`src/rtl/p405s_icu_fill_ctl.sv`:
```
// I-cache line-fill controller: packs eight 32-bit wrap-order beats into two 128-bit halves
// and writes them into the ICU array, sharing its single port with fetch reads.
// Optional critical-beat forwarding is built when P405S_ICU_FILL_BYPASS_EN is defined.
module p405s_icu_fill_ctl (
    input  logic         cclk,
    input  logic         reset,
    input  logic         fill_start,
    input  logic [0:7]   fill_line,
    input  logic [0:2]   fill_word,
    input  logic         fill_valid,
    input  logic [0:31]  fill_data,
    input  logic         fill_err,
    output logic         fill_ready,
    output logic         fill_done,
    output logic         fill_abort,
    input  logic         fetch_req,
    input  logic [0:8]   fetch_addr,
    output logic         fetch_gnt,
    output logic         sram_cen,
    output logic         sram_readWrite,
    output logic [0:15]  sram_byteWrite,
    output logic [0:8]   sram_addr,
    output logic [0:127] sram_dataIn,
    output logic         byp_valid,
    output logic [0:31]  byp_data,
    output logic [0:2]   byp_word
);

    typedef enum logic [1:0] {IDLE, FILL, DRAIN} fillState_t;

    fillState_t  state;
    logic [0:7]  lineQ;
    logic [0:2]  curWord;
    logic [2:0]  beatCnt;
    logic [2:0]  halfCnt [0:1];
    logic [1:0]  pending;
    logic [0:31] fillBuf [0:1][0:3];

    logic       curHalf;
    logic       beatAcc;
    logic       writeIssue;
    logic       issueHalf;
    logic [1:0] issueMask;
    logic [1:0] pendAfter;

    assign curHalf    = curWord[0];
    assign fill_ready = (state == FILL) && !pending[curHalf];
    assign beatAcc    = fill_valid && fill_ready;

    // Lower half wins when both are pending.
    assign writeIssue = |pending;
    assign issueHalf  = !pending[0];
    assign issueMask  = writeIssue ? (issueHalf ? 2'b10 : 2'b01) : 2'b00;
    assign pendAfter  = pending & ~issueMask;
    assign fetch_gnt  = fetch_req && !writeIssue;

    always_ff @(posedge cclk) begin
        if (beatAcc)
            fillBuf[curHalf][curWord[1:2]] <= fill_data;
    end

    always_ff @(posedge cclk) begin
        if (reset) begin
            state          <= IDLE;
            lineQ          <= '0;
            curWord        <= '0;
            beatCnt        <= '0;
            halfCnt[0]     <= '0;
            halfCnt[1]     <= '0;
            pending        <= '0;
            fill_done      <= 1'b0;
            fill_abort     <= 1'b0;
            sram_cen       <= 1'b1;
            sram_readWrite <= 1'b1;
            sram_byteWrite <= '1;
            sram_addr      <= '0;
            sram_dataIn    <= '0;
        end else begin
            fill_done  <= 1'b0;
            fill_abort <= 1'b0;

            if (writeIssue) begin
                sram_cen       <= 1'b0;
                sram_readWrite <= 1'b0;
                sram_byteWrite <= '0;
                sram_addr      <= {lineQ, issueHalf};
                sram_dataIn    <= {fillBuf[issueHalf][0], fillBuf[issueHalf][1],
                                   fillBuf[issueHalf][2], fillBuf[issueHalf][3]};
            end else if (fetch_req) begin
                sram_cen       <= 1'b0;
                sram_readWrite <= 1'b1;
                sram_byteWrite <= '1;
                sram_addr      <= fetch_addr;
            end else begin
                sram_cen       <= 1'b1;
                sram_readWrite <= 1'b1;
                sram_byteWrite <= '1;
            end

            pending <= pendAfter;

            case (state)
                IDLE: begin
                    if (fill_start) begin
                        state      <= FILL;
                        lineQ      <= fill_line;
                        curWord    <= fill_word;
                        beatCnt    <= '0;
                        halfCnt[0] <= '0;
                        halfCnt[1] <= '0;
                    end
                end
                FILL: begin
                    if (beatAcc) begin
                        if (fill_err) begin
                            // Drop anything not yet on the port; a half already written stays.
                            pending    <= '0;
                            fill_abort <= 1'b1;
                            state      <= IDLE;
                        end else begin
                            curWord          <= curWord + 3'd1;
                            beatCnt          <= beatCnt + 3'd1;
                            halfCnt[curHalf] <= halfCnt[curHalf] + 3'd1;
                            if (halfCnt[curHalf] == 3'd3)
                                pending <= pendAfter | (2'b01 << curHalf);
                            if (beatCnt == 3'd7)
                                state <= DRAIN;
                        end
                    end
                end
                DRAIN: begin
                    if (pendAfter == 2'b00) begin
                        state     <= IDLE;
                        fill_done <= 1'b1;
                    end
                end
                default: state <= IDLE;
            endcase
        end
    end

`ifdef P405S_ICU_FILL_BYPASS_EN
    logic bypTake;
    assign bypTake = beatAcc && (beatCnt == 3'd0) && !fill_err;

    always_ff @(posedge cclk) begin
        if (reset) begin
            byp_valid <= 1'b0;
            byp_data  <= '0;
            byp_word  <= '0;
        end else begin
            byp_valid <= bypTake;
            if (bypTake) begin
                byp_data <= fill_data;
                byp_word <= curWord;
            end
        end
    end
`else
    assign byp_valid = 1'b0;
    assign byp_data  = '0;
    assign byp_word  = '0;
`endif

endmodule

```
`config.mk`:
```
export PLATFORM = sky130hd
export DESIGN_NAME = p405s_icu_fill_ctl
export DESIGN_NICKNAME = d
export VERILOG_FILES = /design/src/rtl/p405s_icu_fill_ctl.sv
export SDC_FILE = /design/constraint.sdc
export NUM_CORES = 1
export LEC_CHECK = 0
export CAP_MARGIN = 10
export CORE_MARGIN = 4
export CORE_UTILIZATION = 41
export DETAILED_ROUTE_END_ITERATION = 7
export PLACE_DENSITY = 0.72
export SLEW_MARGIN = 20
export SYNTH_ARGS = -nofsm -noshare
export SYNTH_HDL_FRONTEND = slang
export SYNTH_SLANG_ARGS = --single-unit
```
`constraint.sdc`:
```
create_clock -name cclk -period 2 [get_ports cclk]
set_clock_uncertainty 0.1 [all_clocks]
set_input_delay 0.3 -clock cclk [delete_from_list [all_inputs] [get_ports cclk]]
set_output_delay 0.3 -clock cclk [all_outputs]
set_load 0.02 [all_outputs]
```
==> flow_summary.toml <==
[run_status]
status = "finished, final reports clean"

[setup_path]
worstPathArrival_ns = 1.56
start_kind = "flip-flop"
crit_type = "reg -> out"
cp_max_fo = 2
regToRegSetupSlack_ns = 0.17
path_delay_family = "buffers and inverters"
worstReg2RegStart = "state[1]"
crit_required_ns = 1.60
crit_buf_inv = 1
reg2reg_to = "fillBuf[0][40]"
endpoint_kind = "output port"
path_cells = "clkdlybuf4s50_1"
rr_worst_depth = 5
slowest_stage = "clkdlybuf4s50_1"
crit_path_max_incr_delay_ns = 0.63

[layout]
drive_gt1_share_pct = 8.88
n_fill_cell = 3105
antennaDiodeCount = 0
final_area_um2 = 19700
final_common_cell = "nor2_1"
num-nets-final = 1462
fin_util_pct = 52.5
area_growth_pct = 27.0
mostFrequentLayoutCells = "nor2_1, edfxtp_1, clkdlybuf4s50_1"

[sta]
slew-limit-headroom_pct = 59.8
worst_slack_ns = 0.0372
hold_viol = 0
tns_ns = 0
period_share_pct = 98.1
rsz0062_at_grt = "false"
drv_slew = 0
tightest_slew_ns = 0.603
min_period_ns = 1.96
fmax_mhz = 509
setup_viol = 0

[grt]
grt_util_all_layers_pct = 17.6
grt-busiest-layer = "met2"
antenna_found_initial = 0
use_met3_pct = 3.82
grt_pass1_wl_um = 56500
grt_use_met1_pct = 22.7
grt_max_degree = 130
grt_pass1_vias = 9460
met2_usage_pct = 30.6
overflow = 0

[yosys]
synth-main-ff-cell = "edfxtp_1"
async_reset_ff_share_pct = 0
synth_area_per_cell_um2 = 13.2
synth.distinct_cells = 39
synth-seq-cells = 422
yosysSeqAreaShare_pct = 71.2
synth-edff-count = 262
syn-instance-count = 1181
ys_warn_count = 0
synth_area_um2 = 15500

[clock_network]
cts_tree = "built"
htree_levels = 2
clk_latency_ns = 0.54
path_clk_slew_ns = 0.06
cts.sinks = 422
cts_buffers = 42
post-cts-setup-buffers = 0
root_buffer = "clkbuf_16"
clk_path_buf_depth = 3

[power_and_ir_drop]
swShare_pct = 20.4
p_sw_w = 0.00364
pwr_density_cell_nw_per_um2 = 905
power_leakage_nw = 7.17
p_total_w = 0.0179
p_int_w = 0.0142
clkPwrFrac_pct = 44.1
p_seq_share_pct = 52.5
peakVddDrop_mv = 0.798
pwr-share-comb_pct = 3.5

[floorplan]
die_w_um = 203
core_um2 = 37600
dieArea_um2 = 41100
initial_core_util_pct = 41.4
die-height_um = 203
rows = 71
ios = 253

[min_path]
holdPathStages = 3
hold_class = "in -> reg"
whs_endpoint = "lineQ[5]"
min_from = "fill_line[5]"

[routing]
viasPerCell = 4.90
routed_wl_um = 37100
ant_nets = 0
wl_per_cell_um = 19.1
drt_pre_antenna_iters = 5
drc_errors = 0
initialDrtViolationCount = 520
num_vias = 9509

[place]
dp_hpwl_um = 24300
placed_area_um2 = 18400
gp_congestion = 0.752
port_buffers = 216
dp_slack_ns = -0.132

[job]
cap_violations = 0
[worst max path at each step]
stage / startpoint / to / depth (start not counted)
floorplan: state[0] / fillBuf[1][0] / 4
global route: sram_dataIn[88] / sram_dataIn[88] / 1
finish: sram_dataIn[50] / sram_dataIn[50] / 1
global placement: fill_valid / fillBuf[0][48] / 5
CTS: pending[0] / fetch_gnt / 3
detailed placement: fill_valid / fillBuf[0][49] / 5
[synthesized netlist by cell type, types with 2 or more instances]
cell type,instances,area [um^2]
nor2_1,287,1080
edfxtp_1,262,7870
dfxtp_1,160,3200
mux2i_1,149,1490
a21oi_1,131,656
buf_4,61,458
clkbuf_1,29,109
buf_2,15,75.1
buf_1,13,48.8
and2_1,11,68.8
a211oi_1,9,67.6
ha_1,8,100
nand2_1,8,30.0
inv_1,6,22.5
nor3_1,4,20.0
mux2_2,2,22.5
nand3b_1,2,15.0
o21ai_0,2,10.0
o21ai_2,2,17.5
[metrics by stage]
step                instances  hold slack [ns]
finish                   1941            0.298
global route             1941            0.309
CTS                      1941            0.282
detailed placement       1862            0.363
global placement         1862            0.353
floorplan                1216            0.299
[what timing repair did]
action                                  4_1_cts  5_1_grt
gates resized for setup                      50       12
hold buffers                                  1        0
endpoints found under the setup margin       43       12
endpoints found under the hold margin         8        0
gates cloned                                  0        0
[cell type report]
type | instances | area (um^2) | share of cell area [%]
Timing Repair Buffer | 255 | 2700 | 13.7
Clock inverter | 18 | 224 | 1.13
Sequential cell | 422 | 11100 | 56.1
Clock buffer | 60 | 1180 | 5.98
Tap cell | 511 | 639 | 3.24
Inverter | 6 | 22.5 | 0.114
Multi-Input combinational cell | 669 | 3890 | 19.7
[sequential cells by signal (all words and copies together), names as in the netlist, named ones only]
register	count
halfCnt	6
lineQ	8
beatCnt	3
sram_byteWrite	1
sram_dataIn	128
curWord	3
fillBuf	256
fill_done	1
sram_addr	9
state	2
sram_cen	1
fill_abort	1
pending	2
[cell families (layout without fill, tap and decap cells)]
| family | count (synthesis) | in the layout | synth area share, % |
|---|---|---|---|
| DFF | 422 | 422 | 71.2 |
| adders and majority gates | 8 | 8 | 0.644 |
| other | 1 | 36 | 0.0241 |
| buffers and inverters | 125 | 339 | 4.66 |
| muxes | 151 | 151 | 9.74 |
| and+or+nand+nor | 322 | 322 | 8.40 |
| AOI/OAI and AO/OA | 152 | 152 | 5.33 |
[worst min-delay path: cells and delay by family]
kind                   cells  cell delay, ns
AND/OR/NAND/NOR            1            0.05
multiplexers               1            0.13
buffers and inverters      1            0.40
[power groups by stage]
stage / clock (W) / combinational (W) / sequential (W)
global placement: 0 / 0.000618 / 0.00956
CTS: 0.00804 / 0.000630 / 0.00938
floorplan: 0 / 0.000313 / 0.00957
finish: 0.00787 / 0.000622 / 0.00938
detailed placement: 0 / 0.000627 / 0.00956
global route: 0.00845 / 0.000669 / 0.00938
[per-layer routing]
metal  share of wire [%]  vias up
li1                    -     4511
met1                  41     4629
met2                  50      319
met3                 6.6       50
met4                 2.1        0
met5                   0        -
No activity file was read; power rests on OpenSTA's default activity.
